[src/rtl/lae_pkg.sv]
// Shared definitions for the LAE round controller: state codes, round-constant
// seed and step function, and default round counts.
package lae_pkg;

    localparam int unsigned DEF_INIT_ROUNDS  = 24;
    localparam int unsigned DEF_FINAL_ROUNDS = 24;

    localparam int unsigned RCNT_W = 5;
    localparam int unsigned RCON_W = 6;

    localparam logic [RCON_W-1:0] RCON_INIT = 6'h01;

    // FSM state encoding
    typedef logic [2:0] lae_state_t;
    localparam lae_state_t ST_IDLE   = 3'd0;
    localparam lae_state_t ST_INIT   = 3'd1;
    localparam lae_state_t ST_ABSORB = 3'd2;
    localparam lae_state_t ST_FINAL  = 3'd3;
    localparam lae_state_t ST_TAG    = 3'd4;

    // x^6 + x^5 + 1 is primitive, so the register cycles through all 63 non-zero values.
    function automatic logic [RCON_W-1:0] rcon_step(input logic [RCON_W-1:0] r);
        return {r[4:0], r[5] ^ r[4]};
    endfunction

endpackage

[src/rtl/lae_ctrl_if.sv]
// Block handshake and datapath control bundle between the session source and
// the LAE controller.
interface lae_ctrl_if;
    import lae_pkg::*;

    logic              start;
    logic              in_valid;
    logic              in_ready;
    logic              in_type;
    logic              in_last;
    logic              init;
    logic              getdata;
    logic              outc;
    logic              final_o;
    logic [RCON_W-1:0] rcon;
    logic              round_en;
    logic              busy;
    logic              tag_valid;

    // Session source side
    modport master (
        output start, in_valid, in_type, in_last,
        input  in_ready, init, getdata, outc, final_o, rcon, round_en, busy, tag_valid
    );

    // Controller side
    modport slave (
        input  start, in_valid, in_type, in_last,
        output in_ready, init, getdata, outc, final_o, rcon, round_en, busy, tag_valid
    );

endinterface

[src/rtl/lae_rcon_lfsr.sv]
// 6-bit round-constant LFSR: load reseeds to RCON_INIT, enable steps once.
module lae_rcon_lfsr
    import lae_pkg::*;
(
    input  logic              ck,
    input  logic              rst,
    input  logic              en_i,
    input  logic              load_i,
    output logic [RCON_W-1:0] rcon_o
);

    logic [RCON_W-1:0] rcon_q;
    logic [RCON_W-1:0] rcon_d;

    // Next value: reseed wins over step, otherwise hold
    always_comb begin
        rcon_d = rcon_q;
        if (load_i) begin
            rcon_d = RCON_INIT;
        end else if (en_i) begin
            rcon_d = rcon_step(rcon_q);
        end
    end

    // Constant register with synchronous reset to the seed
    always_ff @(posedge ck) begin
        if (rst) begin
            rcon_q <= RCON_INIT;
        end else begin
            rcon_q <= rcon_d;
        end
    end

    assign rcon_o = rcon_q;

endmodule

[src/rtl/lae_ctrl.sv]
// LAE session controller: sequences init rounds, block absorption, finalisation
// rounds and the one-cycle tag release for the round datapath.
module lae_ctrl
    import lae_pkg::*;
#(
    // Both counts must lie in 1..32 to fit the 5-bit round counter.
    parameter int unsigned INIT_ROUNDS  = DEF_INIT_ROUNDS,
    parameter int unsigned FINAL_ROUNDS = DEF_FINAL_ROUNDS
) (
    input  logic        ck,
    input  logic        rst,
    lae_ctrl_if.slave   bus
);

    localparam logic [RCNT_W-1:0] INIT_LAST  = RCNT_W'(INIT_ROUNDS - 1);
    localparam logic [RCNT_W-1:0] FINAL_LAST = RCNT_W'(FINAL_ROUNDS - 1);

    lae_state_t        state_q;
    lae_state_t        state_d;
    logic [RCNT_W-1:0] rcnt_q;
    logic [RCNT_W-1:0] rcnt_d;
    logic              rcon_load;
    logic              round_en;

    // Next-state and round-counter update
    always_comb begin
        state_d   = state_q;
        rcnt_d    = rcnt_q;
        rcon_load = 1'b0;
        case (state_q)
            ST_IDLE: begin
                if (bus.start) begin
                    state_d   = ST_INIT;
                    rcnt_d    = '0;
                    rcon_load = 1'b1;
                end
            end
            ST_INIT: begin
                if (rcnt_q == INIT_LAST) begin
                    state_d = ST_ABSORB;
                    rcnt_d  = '0;
                end else begin
                    rcnt_d = rcnt_q + 1'b1;
                end
            end
            ST_ABSORB: begin
                if (bus.in_valid && bus.in_last) begin
                    state_d = ST_FINAL;
                    rcnt_d  = '0;
                end
            end
            ST_FINAL: begin
                if (rcnt_q == FINAL_LAST) begin
                    state_d = ST_TAG;
                    rcnt_d  = '0;
                end else begin
                    rcnt_d = rcnt_q + 1'b1;
                end
            end
            ST_TAG: begin
                state_d = ST_IDLE;
            end
            default: begin
                state_d = ST_IDLE;
                rcnt_d  = '0;
            end
        endcase
    end

    // State and counter registers, synchronous reset has top priority
    always_ff @(posedge ck) begin
        if (rst) begin
            state_q <= ST_IDLE;
            rcnt_q  <= '0;
        end else begin
            state_q <= state_d;
            rcnt_q  <= rcnt_d;
        end
    end

    // Output decode from registered state plus the current block qualifiers
    always_comb begin
        bus.init      = 1'b0;
        bus.getdata   = 1'b0;
        bus.outc      = 1'b0;
        bus.final_o   = 1'b0;
        bus.in_ready  = 1'b0;
        bus.busy      = 1'b0;
        bus.tag_valid = 1'b0;
        round_en      = 1'b0;
        case (state_q)
            ST_INIT: begin
                bus.busy = 1'b1;
                round_en = 1'b1;
                bus.init = (rcnt_q == '0);
            end
            ST_ABSORB: begin
                bus.busy     = 1'b1;
                bus.in_ready = 1'b1;
                // A round only happens when a block is actually delivered
                round_en     = bus.in_valid;
                bus.getdata  = bus.in_valid;
                bus.outc     = bus.in_valid & bus.in_type;
            end
            ST_FINAL: begin
                bus.busy = 1'b1;
                round_en = 1'b1;
            end
            ST_TAG: begin
                bus.busy      = 1'b1;
                bus.final_o   = 1'b1;
                bus.tag_valid = 1'b1;
            end
            default: begin
                round_en = 1'b0;
            end
        endcase
    end

    assign bus.round_en = round_en;

    lae_rcon_lfsr u_rcon (
        .ck     (ck),
        .rst    (rst),
        .en_i   (round_en),
        .load_i (rcon_load),
        .rcon_o (bus.rcon)
    );

endmodule

[src/flat_wrapper.sv]
// flat-port wrapper written by rule: the top's interface ports become plain ports
module lae_ctrl_flat import lae_pkg::*;
#(
                                                                    
    parameter int unsigned INIT_ROUNDS  = DEF_INIT_ROUNDS,
    parameter int unsigned FINAL_ROUNDS = DEF_FINAL_ROUNDS
)
  (ck, rst, bus_start, bus_in_valid, bus_in_type, bus_in_last, bus_in_ready, bus_init, bus_getdata, bus_outc, bus_final_o, bus_rcon, bus_round_en, bus_busy, bus_tag_valid);
  lae_ctrl_if bus_i ();
  input  logic ck;
  input  logic rst;
  input wire logic [$bits(bus_i.start)-1:0] bus_start;
  input wire logic [$bits(bus_i.in_valid)-1:0] bus_in_valid;
  input wire logic [$bits(bus_i.in_type)-1:0] bus_in_type;
  input wire logic [$bits(bus_i.in_last)-1:0] bus_in_last;
  output wire logic [$bits(bus_i.in_ready)-1:0] bus_in_ready;
  output wire logic [$bits(bus_i.init)-1:0] bus_init;
  output wire logic [$bits(bus_i.getdata)-1:0] bus_getdata;
  output wire logic [$bits(bus_i.outc)-1:0] bus_outc;
  output wire logic [$bits(bus_i.final_o)-1:0] bus_final_o;
  output wire logic [$bits(bus_i.rcon)-1:0] bus_rcon;
  output wire logic [$bits(bus_i.round_en)-1:0] bus_round_en;
  output wire logic [$bits(bus_i.busy)-1:0] bus_busy;
  output wire logic [$bits(bus_i.tag_valid)-1:0] bus_tag_valid;
  assign bus_i.start = bus_start;
  assign bus_i.in_valid = bus_in_valid;
  assign bus_i.in_type = bus_in_type;
  assign bus_i.in_last = bus_in_last;
  assign bus_in_ready = bus_i.in_ready;
  assign bus_init = bus_i.init;
  assign bus_getdata = bus_i.getdata;
  assign bus_outc = bus_i.outc;
  assign bus_final_o = bus_i.final_o;
  assign bus_rcon = bus_i.rcon;
  assign bus_round_en = bus_i.round_en;
  assign bus_busy = bus_i.busy;
  assign bus_tag_valid = bus_i.tag_valid;
  lae_ctrl #(.INIT_ROUNDS(INIT_ROUNDS), .FINAL_ROUNDS(FINAL_ROUNDS)) u_core (.ck(ck), .rst(rst), .bus(bus_i));
endmodule
[config.mk]
export PLATFORM = sky130hd
export DESIGN_NAME = lae_ctrl_flat
export DESIGN_NICKNAME = d
export VERILOG_FILES = /design/src/rtl/lae_pkg.sv /design/src/rtl/lae_ctrl_if.sv /design/src/rtl/lae_rcon_lfsr.sv /design/src/rtl/lae_ctrl.sv /design/src/flat_wrapper.sv
export SDC_FILE = /design/constraint.sdc
export NUM_CORES = 1
export LEC_CHECK = 0
export ABC_AREA = 1
export BUFFER_PORTS_ARGS = -buffer_cell sky130_fd_sc_hd__clkbuf_2
export CELL_PAD_IN_SITES_DETAIL_PLACEMENT = 1
export CELL_PAD_IN_SITES_GLOBAL_PLACEMENT = 2
export CORE_MARGIN = 5
export CORE_UTILIZATION = 26
export DETAILED_ROUTE_END_ITERATION = 10
export PLACE_DENSITY_LB_ADDON = 0.05
export SYNTH_ARGS = -nofsm -noshare
export SYNTH_HDL_FRONTEND = slang
export SYNTH_SLANG_ARGS = --single-unit
[constraint.sdc]
create_clock -name ck -period 1.3 [get_ports ck]
set_input_delay 0.195 -clock ck [delete_from_list [all_inputs] [get_ports ck]]
set_output_delay 0.195 -clock ck [all_outputs]
set_load 0.01 [all_outputs]
# Word-level counts from Yosys, hierarchy flattened
# Cells that the tools add are included.
op_classes:
  n_addsub: 1
  eq_ne: 9
  muxes: 18
  n_bitwise: 3
  n_reduce_logical: 8
ops:
  columns: ["cell", "n"]
  rows:
  - ["$pmux 5 s4", 1]
  - ["$mux 5", 3]
  - ["$mux 3", 4]
  - ["$pmux 3 s4", 1]
  - ["$mux 1", 8]
  - ["$eq 3x2->1 const B", 2]
  - ["$ne 2x1->1 const B", 3]
  - ["$add 5x1->5 const B", 1]
  - ["$eq 5x5->1 const B", 1]
  - ["$logic_not 5->1", 1]
  - ["$reduce_and 4->1", 1]
  - ["$reduce_or 2->1", 2]
  - ["$reduce_or 4->1", 1]
  - ["$eq 3x1->1 const B", 1]
  - ["$eq 3x3->1 const B", 1]
  - ["$logic_not 3->1", 1]
  - ["$reduce_and 3->1", 1]
  - ["$ne 2x2->1 const B", 1]
  - ["$pmux 1 s2", 1]
  - ["$and 1x1->1", 1]
  - ["$logic_and 1x1->1", 1]
  - ["$not 1->1", 1]
  - ["$xor 1x1->1", 1]
word_totals:
  reg_bits: 14
  output_inout_bits: 14
  word_cells: 42

# Logic depth before layout (Yosys ltp)
# Gate-level depths: netlist of run 1.
depth:
  ltp_word: 3
  depth_mapped: 8
  mapped_depth_nobuf: 8

# Cells and area by module
# A second synthesis of run 1 with hierarchy kept.
hier_totals:
  cells_unflattened: 121
  hier_area_um2: 814.5
modules_own_cells:
  columns: ["module", "instances", "cells_per_inst", "area_each_um2", "seq_area_each_um2"]
  rows:
  - ["lae_ctrl", 1, 85, 529.3, 160.2]
  - ["lae_rcon_lfsr", 1, 36, 285.3, 120.1]

# Least setup slack after synthesis of run 1
# OpenSTA, ideal clock, no wires.
synth_path:
  kind: "flip-flop to flip-flop"
  startpoint: "register u_core.rcnt_q[0]"
  endpoint: "register u_core.state_q[1]"
  setup_time_ps: 64
  arrival_ps: 1081
  setup_slack_ps: 155
  stages_incl_launch_ff: 8
  synth_period_minus_slack_ps: 1145
  cell_sequence: "dfxtp_1 > ha_1 > nand2_2 > o21ai_4 > inv_2 > nor2_2 > nor2_1 > nor2_1"
synth_between:
  elab_chain_len: 3
  elab_cells_between_ends: 4
synth_lines:
  columns: ["element", "line_no", "source"]
  rows:
  - ["start: declaration", "lae_ctrl.sv:20", "logic [RCNT_W-1:0] rcnt_q;"]
  - ["start signal: assignment", "lae_ctrl.sv:77", "rcnt_q <= rcnt_d;"]
  - ["$eq 5x5->1 *", "lae_ctrl.sv:39, lae_ctrl.sv:53", null]
  - ["$ne 2x1->1 (no source line)", null, null]
  - ["$reduce_and 4->1 (no source line) *", null, null]
  - ["end signal: assignment", "lae_ctrl.sv:76", "state_q <= state_d;"]
  - ["end: declaration", "lae_ctrl.sv:18", "lae_state_t state_q;"]
# Mark *: on every way between the ends. The rest lies on a longest branch, timed or not.
# A chain may end at the register's enable or synchronous reset.

# Worst setup path in the final report of run 1
layout_path:
  startpoint: "register u_core.rcnt_q[1]"
  endpoint: "output port bus_init"
layout_between:
  elab_chain_len: 2
layout_lines:
  columns: ["element", "line_no", "source"]
  rows:
  - ["$logic_not 5->1", "lae_ctrl.sv:95", "bus.init = (rcnt_q == '0);"]
  - ["$mux 1", "lae_ctrl.sv:91", "case (state_q)"]
  - ["end: declaration", "flat_wrapper.sv:17", "output wire logic [$bits(bus_i.init)-1:0] bus_init;"]
# No other way between the ends.

==> qor.yml, run 1 <==
status:
  status: "finished, violations left"
  violations: "negative setup slack"
place:
  hpwl_um: 1710
  post-place-ws_ps: 32.8
  gp_congestion: 0.763
  io_buffer_count: 19
floorplanning:
  fp.dieH_um: 64.5
  die-area_um2: 4160
  ios: 20
  fp-row-count: 19
  die_w_um: 64.5
  start_util: 0.275
  core_um2: 2810
route:
  wl_per_cell_um: 12.3
  vias: 847
  detail-route-antenna-nets: 0
  drtIter0Drc: 25
  wirelength_um: 2210
  drt-pass1-iter-count: 3
  via_per_inst: 4.71
  drc: 0
synth:
  syn_area_per_cell_um2: 6.77
  yosysWarnings: 0
  netlist_area_um2: 772
  netlist.area_leader.share: 0.363
  ys_seq_elements: 14
  synthCells: 114
  synthTopCellsByArea: "dfxtp_1 (36%), nand2_1 (12%), nor2_1 (9.2%)"
  syn_nets: 122
  synth.largest_area_cell: "dfxtp_1"
  ys_types: 21
  yosysSeqAreaShare: 0.363
clocking:
  clock_latency_ps: 280
  cts-root-buf: "clkbuf_4"
  cts_sinks: 14
  numCtsBuffers: 3
  cts_tree: "yes"
  cts.clk_slew.worst_paths_ps: 90
  cts_hold_buf: 0
  clk_path_buf_depth: 2
  htree_levels: 1
sta:
  skew_ps: 4.84
  worst_pin_slew_ps: 223
  tns_ps: -450
  slew_headroom: 0.851
  setup_violations: 7
  fin_crit_ps: 1520
  rsz0062_at_grt: "yes"
  post-route-period-util: 1.17
  hold_violations: 0
  finalMaxSlewViolations: 0
  postLayoutSetupSlackWorst_ps: -221
  fin_hold_ws_ps: 211
  fmax_ghz: 0.657
final_layout:
  layout-drive-gt1-share: 0.497
  final_common_cell: "nand2_1"
  syn_to_final_growth_pct: 51.5
  fin_util: 0.417
  n_antenna_cell: 0
  layout_common_cells: "nand2_1 (22), nor2_1 (17), clkbuf_2 (11), buf_4 (10), nand3_1 (9)"
  nFillCells: 342
  nNetsFinal: 158
critical_path:
  slowest_delay_ps: 330
  path_buf_inv: 3
  critPathArrivalTime_ps: 1330
  crit_path_top_delay_cell: "dfxtp_2"
  worstSetupEndpointType: "output port"
  worst_setup_path_start_kind: "flop"
  path_class: "reg -> out"
  reg2reg_slack_ps: 30
  rr_startpoint: "u_core.rcnt_q[1]$_SDFFE_PP0P_"
  critPathTopFamily: "flip-flops"
  cp_cell_sequence: "buf_6, inv_4, ha_4, nand2_2, nor4_2, buf_2"
  required_ps: 1110
  critPathMaxFanout: 2
  r2r-end: "u_core.rcnt_q[2]$_SDFFE_PP0P_"
  ff2ff_path_depth: 6
worst_hold_path:
  hold_start: "rst"
  min_path_type: "in -> reg"
  holdPathEnd: "u_core.state_q[1]$_SDFFE_PP0P_"
  whs_path_depth: 4
power_and_ir_drop:
  p_leak_nw: 0.596
  ir_drop_uv: 656
  powerDensity_nw_per_um2: 2010
flow_run:
  cap_violations: 0
grt:
  grt_use_total: 0.116
  globalRouteOverflowTotal: 0
  grt_pass1_wl_um: 3740
  grt_pass1_vias: 873
  antenna_found_initial: 0
  grt_max_degree: 9
==> synth_stat cells <==
| cell type | number |
|---|---|
| inv_1 | 10 |
| nor3_1 | 1 |
| o21ai_4 | 1 |
| o21ai_0 | 5 |
| nor2_1 | 19 |
| nand2_4 | 1 |
| nor2_4 | 1 |
| inv_2 | 6 |
| nand4_1 | 2 |
| a21oi_1 | 5 |
| buf_4 | 1 |
| nand3_1 | 10 |
| nand2_2 | 4 |
| nand3_2 | 2 |
| a211oi_1 | 1 |
| dfxtp_1 | 14 |
| nor2_2 | 1 |
| nor4_1 | 1 |
| or2_2 | 2 |
| nand2_1 | 25 |
| ha_1 | 2 |
==> power breakdown <==
group	leakage (nW)	internal, mW	total, mW	switching [mW]
Sequential	0.118	0.564	0.694	0.129
Combinational	0.457	0.588	1.34	0.754
Clock	0.0210	0.170	0.318	0.148
Total	0.596	1.32	2.35	1.03
==> kinds of logic (layout without fill, tap and decap cells) <==
logic type | after synthesis | count (layout) | share of synthesized area
simple gates | 69 | 69 | 0.421
compound gates | 12 | 12 | 0.0956
buf+inv | 17 | 52 | 0.0875
flops | 14 | 14 | 0.363
fa+ha+maj | 2 | 2 | 0.0324
==> worst max path at each step <==
stage                                       start                              to  slack, ps  cells after the start
floorplan           u_core.rcnt_q[0]$_SDFFE_PP0P_  u_core.state_q[1]$_SDFFE_PP0P_        160                      7
global placement    u_core.rcnt_q[1]$_SDFFE_PP0P_                        bus_init         70                      6
detailed placement  u_core.rcnt_q[1]$_SDFFE_PP0P_                        bus_init         30                      6
CTS                 u_core.rcnt_q[1]$_SDFFE_PP0P_                        bus_init       -240                      6
global route        u_core.rcnt_q[1]$_SDFFE_PP0P_                        bus_init       -300                      6
finish              u_core.rcnt_q[1]$_SDFFE_PP0P_                        bus_init       -220                      6
==> routing by layer <==
| metal | global-route usage | up-vias | share of wire |
|---|---|---|---|
| met2 | 0.211 | 19 | 0.50 |
| met5 | 0 | - | 0 |
| met3 | 0.0363 | 4 | 0.062 |
| li1 | - | 436 | - |
| met1 | 0.122 | 388 | 0.43 |
| met4 | 0.0554 | 0 | 0.013 |
==> sequential cells by signal, summed over array words and instances, names as in the netlist <==
register and flops:
u_core.rcnt_q 5, u_core.state_q 3, u_core.u_rcon.rcon_o 6
==> worst min-delay path, delay by kind of cell <==
kind                   cells  cell delay [ps]
and+or+nand+nor            2              110
buffers and inverters      2              160
==> stage by stage <==
step	cells	total power, mW	area (um2)
2_1_floorplan	114	1.35	772
3_3_place_gp	167	1.68	928
3_5_place_dp	167	1.71	928
4_1_cts	177	2.20	1040
5_1_grt	180	2.57	1170
6_report	180	2.35	1170
==> final cells by class <==
| cell class | instances | area (um2) | area share |
|---|---|---|---|
| clock buffer | 4 | 36.3 | 0.0310 |
| inverter | 16 | 70.1 | 0.0599 |
| multi-input combinational | 83 | 503 | 0.430 |
| sequential | 14 | 293 | 0.250 |
| tap | 31 | 38.8 | 0.0332 |
| timing repair buffer | 32 | 229 | 0.196 |
==> what timing repair did <==
action,in CTS,in global routing
pin swaps,3,8
setup endpoints to repair,7,18
resized for setup,13,36
setup buffers,6,4
endpoints found under the hold margin,0,0
(Power assumes the default switching activity.)
==> run 2, diff against run 1 <==
--- a/config.mk
+++ b/config.mk
@@ -12,7 +12,8 @@
 export CORE_MARGIN = 5
 export CORE_UTILIZATION = 26
 export DETAILED_ROUTE_END_ITERATION = 10
-export PLACE_DENSITY_LB_ADDON = 0.05
+export MAX_ROUTING_LAYER = met4
+export PLACE_DENSITY_LB_ADDON = 0.1
 export SYNTH_ARGS = -nofsm -noshare
 export SYNTH_HDL_FRONTEND = slang
 export SYNTH_SLANG_ARGS = --single-unit
==> constraint.sdc (replaced) <==
create_clock -name ck -period 1.5 [get_ports ck]
set_input_delay 0.225 -clock ck [delete_from_list [all_inputs] [get_ports ck]]
set_output_delay 0.225 -clock ck [all_outputs]
set_load 0.01 [all_outputs]
==> qor.yml, run 2 (same netlist as run 1, synthesis figures left out) <==
clocking:
  clock_latency_ps: 280  # about the same
  cts.clk_slew.worst_paths_ps: 100  # about the same
  numCtsBuffers: 3  # unchanged
  cts-root-buf: "clkbuf_4"
  cts_hold_buf: 0  # unchanged
  htree_levels: 1  # unchanged
  clk_path_buf_depth: 2  # unchanged
  cts_tree: "yes"
  cts_sinks: 14  # unchanged
grt:
  grt_use_total: 0.109  # -0.00729
  grt_pass1_vias: 793  # -9.2%
  globalRouteOverflowTotal: 0  # unchanged
  grt_pass1_wl_um: 3460  # -7.4%
  grt_max_degree: 9  # unchanged
  antenna_found_initial: 0  # unchanged
floorplanning:
  fp-row-count: 19  # unchanged
  die-area_um2: 4160  # unchanged
  ios: 20  # unchanged
  die_w_um: 64.5  # unchanged
  fp.dieH_um: 64.5  # unchanged
  core_um2: 2810  # unchanged
  start_util: 0.275  # unchanged
sta:
  skew_ps: 10.7  # +5.82 ps
  fmax_ghz: 0.698
  slew_headroom: 0.834  # -0.0169
  hold_violations: 0  # unchanged
  worst_pin_slew_ps: 249  # +25.6 ps
  rsz0062_at_grt: "yes"
  fin_crit_ps: 1430
  finalMaxSlewViolations: 0  # unchanged
  post-route-period-util: 0.955
  setup_violations: 0  # -7
critical_path:
  rr_startpoint: "u_core.rcnt_q[0]$_SDFFE_PP0P_"
  worst_setup_path_start_kind: "flop"
  ff2ff_path_depth: 8  # +2
  reg2reg_slack_ps: 180  # +150 ps
  worstSetupStartpoint: "u_core.state_q[0]$_SDFFE_PP0P_"
  critPathArrivalTime_ps: 1210  # -120 ps
  path_class: "reg -> out"
  worstSetupEndpointType: "output port"
  crit_end: "bus_round_en"
  required_ps: 1270  # +160 ps
  critPathMaxFanout: 8  # +6
  r2r-end: "u_core.state_q[1]$_SDFFE_PP0P_"
flow_run:
  cap_violations: 0  # unchanged
final_layout:
  seqCellArea_um2: 289  # -1.3%
  largest_reg_flops: 6  # unchanged
  nFillCells: 364  # +6.4%
  nNetsFinal: 152  # -3.8%
  final_area_um2: 1030  # -12%
  n_antenna_cell: 0  # unchanged
  layout-drive-gt1-share: 0.392  # -0.105
  fin_cells: 174  # -3.3%
  multi_input_area_um2: 445  # -11%
  syn_to_final_growth_pct: 33.2
  layout_common_cells: "nand2_1 (25), nor2_1 (17), clkbuf_2 (16), inv_1 (10), nand3_1 (10)"
  final_common_cell: "nand2_1"
route:
  vias: 804  # -5.1%
  drt-pass1-iter-count: 3  # unchanged
  wirelength_um: 2090  # -5.3%
  wl_per_cell_um: 12.0  # -2.1%
  drc: 0  # unchanged
  via_per_inst: 4.62  # -1.8%
  drtIter0Drc: 22  # -12%
  detail-route-antenna-nets: 0  # unchanged
place:
  io_buffer_count: 19  # unchanged
  hpwl_um: 1650  # -3.8%
  place_area_um2: 898  # -3.2%
  gp_congestion: 0.801  # +5.0%
  dp.cells: 163  # -2.4%
worst_hold_path:
  min_path_type: "in -> reg"
power_and_ir_drop:
  ir_drop_uv: 486  # -26%
  p_leak_nw: 0.533  # -11%
  powerDensity_nw_per_um2: 1770  # -12%
status:
  status: "completed"
run 2: worst min path at each step:
stage,from,end,slack [ps],depth (start not counted)
finish,rst,u_core.rcnt_q[1]$_SDFFE_PP0P_,210,2
global route,rst,u_core.rcnt_q[1]$_SDFFE_PP0P_,230,2
CTS,rst,u_core.rcnt_q[0]$_SDFFE_PP0P_,210,2
detailed placement,u_core.u_rcon.rcon_o[0]$_SDFFE_PP1P_,u_core.u_rcon.rcon_o[0]$_SDFFE_PP1P_,490,2
global placement,u_core.u_rcon.rcon_o[0]$_SDFFE_PP1P_,u_core.u_rcon.rcon_o[0]$_SDFFE_PP1P_,480,2
floorplan,rst,u_core.rcnt_q[0]$_SDFFE_PP0P_,290,1
run 2: cell type report:
cell class / instances / share of cell area
timing repair buffer: 26 / 0.150
clock buffer: 4 / 0.0353
sequential: 14 / 0.281
multi-input combinational: 83 / 0.433
tap: 31 / 0.0377
inverter: 16 / 0.0633
run 2: layer usage:
metal | track usage | vias up | routed length (um)
li1 | - | 416 | -
met1 | 0.124 | 368 | 967
met2 | 0.182 | 18 | 997
met3 | 0.0328 | 2 | 109
met4 | 0.0396 | 0 | 16
met5 | - | - | 0
run 2: through the flow:
step / setup TNS (ps) / setup slack [ps] / hold WS (ps) / power (mW) / utilization
after floorplan: 0 / 346 / 294 / 1.17 / -
after global placement: 0 / 255 / 483 / 1.44 / 0.320
after detailed placement: 0 / 193 / 488 / 1.45 / 0.320
after CTS: 0 / 2.87 / 212 / 1.76 / 0.343
after global routing: -17.6 / -17.3 / 226 / 1.99 / 0.367
final: 0 / 67.8 / 212 / 1.82 / 0.367
run 2: worst max-delay path, stage by stage, from the launching register on:
cell and delay [ps]:
dfxtp_4 380, inv_4 60, nand2_4 50, nor2_4 130, nand2_4 80, nand2_4 100, buf_6 110
run 2: report_power, final:
group	internal (mW)	switching, mW
sequential	0.483	0.111
clock	0.147	0.133
combinational	0.375	0.575
run 2: timing repair:
| item | 4_1_cts | 5_1_grt |
|---|---|---|
| pin swaps | 0 | 4 |
| gates resized for setup | 3 | 14 |
| setup buffers | 3 | 4 |
| endpoints found under the setup margin | 6 | 7 |
==> run 3, diff against run 2 <==
--- a/config.mk
+++ b/config.mk
@@ -6,14 +6,15 @@
 export NUM_CORES = 1
 export LEC_CHECK = 0
 export ABC_AREA = 1
-export BUFFER_PORTS_ARGS = -buffer_cell sky130_fd_sc_hd__clkbuf_2
 export CELL_PAD_IN_SITES_DETAIL_PLACEMENT = 1
 export CELL_PAD_IN_SITES_GLOBAL_PLACEMENT = 2
 export CORE_MARGIN = 5
-export CORE_UTILIZATION = 26
+export CORE_UTILIZATION = 32
 export DETAILED_ROUTE_END_ITERATION = 10
+export DONT_BUFFER_PORTS = 1
 export MAX_ROUTING_LAYER = met4
 export PLACE_DENSITY_LB_ADDON = 0.1
 export SYNTH_ARGS = -nofsm -noshare
 export SYNTH_HDL_FRONTEND = slang
+export SYNTH_HIERARCHICAL = 1
 export SYNTH_SLANG_ARGS = --single-unit
==> qor.yml, run 3 <==
synth:
  netlist.area_leader.share: 0.344  # -0.0190
  ys_types: 21  # unchanged
  synthFlopType: "dfxtp_1"
  synthTopCellsByArea: "dfxtp_1 (34%), nand2_1 (14%), inv_1 (8.3%)"
  synth_edf_count: 0  # unchanged
  yosysWarnings: 6  # +6
  ys_seq_elements: 14  # unchanged
  yosysSeqAreaShare: 0.344  # -0.0190
  netlist_area_um2: 815  # +5.5%
  synthCells: 121  # +6.1%
  synth.most_common_cell: "nand2_1"
  syn_nets: 129  # +5.7%
  syn_area_per_cell_um2: 6.73  # -0.59%
  synth.largest_area_cell: "dfxtp_1"
  async_flop_share: 0  # unchanged
  synth_common_cells: "nand2_1 (31), inv_1 (18), dfxtp_1 (14), nor2_1 (13), nand3_1 (10)"
power_and_ir_drop:
  sw_frac_of_total: 0.447  # -0.00179
  pwr-share-comb: 0.549  # +0.028
  p_int_mw: 0.974  # -3.1%
  powerDensity_nw_per_um2: 1740  # -2.1%
  power_frac_clock: 0.158  # +0.004
  p_seq_frac: 0.293  # -0.033
  p_leak_nw: 0.450  # -15%
  p_switching_mw: 0.787  # -3.8%
  ir_drop_uv: 856  # +76%
  power_mw: 1.76  # -3.4%
clocking:
  cts_tree: "yes"
  clock_latency_ps: 280  # about the same
  cts_sinks: 14  # unchanged
  cts-root-buf: "clkbuf_4"
  numCtsBuffers: 3  # unchanged
  htree_levels: 1  # unchanged
  cts.clk_slew.worst_paths_ps: 90  # about the same
  clk_path_buf_depth: 2  # unchanged
floorplanning:
  die_w_um: 60.5  # -6.3%
  fp.dieH_um: 60.5  # -6.3%
  ios: 20  # unchanged
  fp-row-count: 18  # -1
  die-area_um2: 3650  # -12%
  core_um2: 2450  # -12%
  start_util: 0.332  # +0.0566
worst_hold_path:
  min_path_type: "in -> reg"
route:
  drt-pass1-iter-count: 4  # +1
  drc: 0  # unchanged
  via_per_inst: 4.84  # +4.7%
  drtIter0Drc: 10  # -55%
  detail-route-antenna-nets: 0  # unchanged
  wirelength_um: 2150  # +2.8%
  wl_per_cell_um: 13.0  # +8.4%
  vias: 798  # -0.75%
grt:
  globalRouteOverflowTotal: 0  # unchanged
  grt_max_degree: 9  # unchanged
  grt_pass1_vias: 781  # -1.5%
  grt_pass1_wl_um: 3460  # -0.20%
  antenna_found_initial: 0  # unchanged
  grt_use_total: 0.135  # +0.0257
sta:
  tns_ps: 0  # unchanged
  setup_violations: 0  # unchanged
  skew_ps: 5.13  # -5.52 ps
  worst_pin_slew_ps: 280  # +30.7 ps
  hold_violations: 0  # unchanged
  fmax_ghz: 0.684  # -2.0%
  fin_hold_ws_ps: 97.7  # -115 ps
  rsz0062_at_grt: "yes"
  fin_crit_ps: 1460  # +28.8 ps
  slew_headroom: 0.813  # -0.0205
  post-route-period-util: 0.974  # +0.0192
  finalMaxSlewViolations: 0  # unchanged
  postLayoutSetupSlackWorst_ps: 39.0  # -28.8 ps
final_layout:
  nNetsFinal: 144  # -5.3%
  nFillCells: 328  # -9.9%
  syn_to_final_growth_pct: 24.6
  final_common_cell: "nand2_1"
  largest_reg_flops: 6  # unchanged
  layout-drive-gt1-share: 0.370  # -0.0212
  layout_common_cells: "nand2_1 (29), inv_1 (15), buf_4 (11), nor2_1 (10), dfxtp_1 (10)"
  n_antenna_cell: 0  # unchanged
  final_area_um2: 1010  # -1.3%
critical_path:
  r2r-end: "u_core/u_rcon/rcon_o[0]$_SDFFE_PP1P_"
  required_ps: 1270  # about the same
  path_class: "reg -> out"
  critPathArrivalTime_ps: 1240  # +30 ps
  worstSetupStartpoint: "u_core/state_q[0]$_SDFFE_PP0P_"
  crit_end: "bus_round_en"
  critPathMaxFanout: 4  # -4
  worst_setup_path_start_kind: "flop"
  rr_startpoint: "u_core/state_q[0]$_SDFFE_PP0P_"
  worstSetupEndpointType: "output port"
  reg2reg_slack_ps: 110  # -70 ps
  ff2ff_path_depth: 10  # +2
place:
  io_buffer_count: 0  # -19
  gp_congestion: 0.774  # -3.4%
  place_area_um2: 875  # -2.6%
  post-place-ws_ps: 67.3  # -126 ps
  hpwl_um: 1590  # -3.2%
flow_run:
  cap_violations: 0  # unchanged
status:
  status: "completed"
-- run 3: changes by cell type after synthesis, sizes merged, moves of 2 or more --
cell   previous run  this run
a21oi             5        10
inv              16        21
nand2            30        38
nor2             21        14
o21ai             6         2
nor3              1         3
-- run 3: through the flow --
stage,instances,utilization
after floorplan,121,-
after global placement,154,0.356
after detailed placement,154,0.356
after CTS,164,0.403
after global routing,165,0.413
final,165,0.413
-- run 3: critical path, cell delays in order, from the launching register on --
cell	delay (ps)
dfxtp_2	350
nor2_4	110
inv_2	60
nor2_4	100
inv_2	60
o21ai_2	130
buf_4	140
-- run 3: what timing repair did --
action                     in CTS  in global routing
hold buffers                    1                  0
resized for setup              11                  8
setup endpoints to repair       4                  7
hold endpoints to repair        6                  0
setup buffers                   5                  1
pin swaps                       4                  4
-- run 3: layout make-up --
cell class,count,area [um2],share of cell area
Tap cell,30,37.5,0.0370
Timing Repair Buffer,12,92.6,0.0912
Multi-Input combinational cell,84,477,0.470
Clock buffer,4,36.3,0.0358
Sequential cell,14,288,0.284
Inverter,21,83.8,0.0826
-- run 3: how the worst min path moves through the flow --
stage	depth (start not counted)	startpoint	end
after detailed placement	1	rst	u_core/rcnt_q[4]$_SDFFE_PP0P_
after CTS	3	rst	u_core/rcnt_q[3]$_SDFFE_PP0P_
final	3	rst	u_core/rcnt_q[3]$_SDFFE_PP0P_
after global routing	3	rst	u_core/rcnt_q[3]$_SDFFE_PP0P_
after global placement	1	rst	u_core/rcnt_q[4]$_SDFFE_PP0P_
after floorplan	1	rst	u_core/rcnt_q[0]$_SDFFE_PP0P_
-- run 3: cells by family (layout without fill, tap and decap cells) --
family	Yosys count	after routing	synth area share
AND/OR/NAND/NOR	69	69	0.379
buffers and inverters	23	37	0.126
flip-flops	14	14	0.344
AO/OA/AOI/OAI	13	13	0.120
adder cells (fa/ha/maj)	2	2	0.0307
-- run 3: power by group through the flow --
| stage | sequential, mW | clock [mW] | combinational (mW) |
|---|---|---|---|
| 2_1_floorplan | 0.516 | 0 | 0.573 |
| 3_3_place_gp | 0.513 | 0 | 0.784 |
| 3_5_place_dp | 0.516 | 0 | 0.793 |
| 4_1_cts | 0.517 | 0.294 | 0.941 |
| 5_1_grt | 0.525 | 0.314 | 1.08 |
| 6_report | 0.515 | 0.279 | 0.967 |
-- run 3: routing by layer --
| layer | up-vias | part of all wire | global-route usage |
|---|---|---|---|
| met5 | - | 0 | - |
| met4 | 0 | 0.017 | 0.0681 |
| met3 | 4 | 0.064 | 0.0298 |
| met2 | 18 | 0.48 | 0.222 |
| met1 | 371 | 0.44 | 0.153 |
| li1 | 405 | - | - |
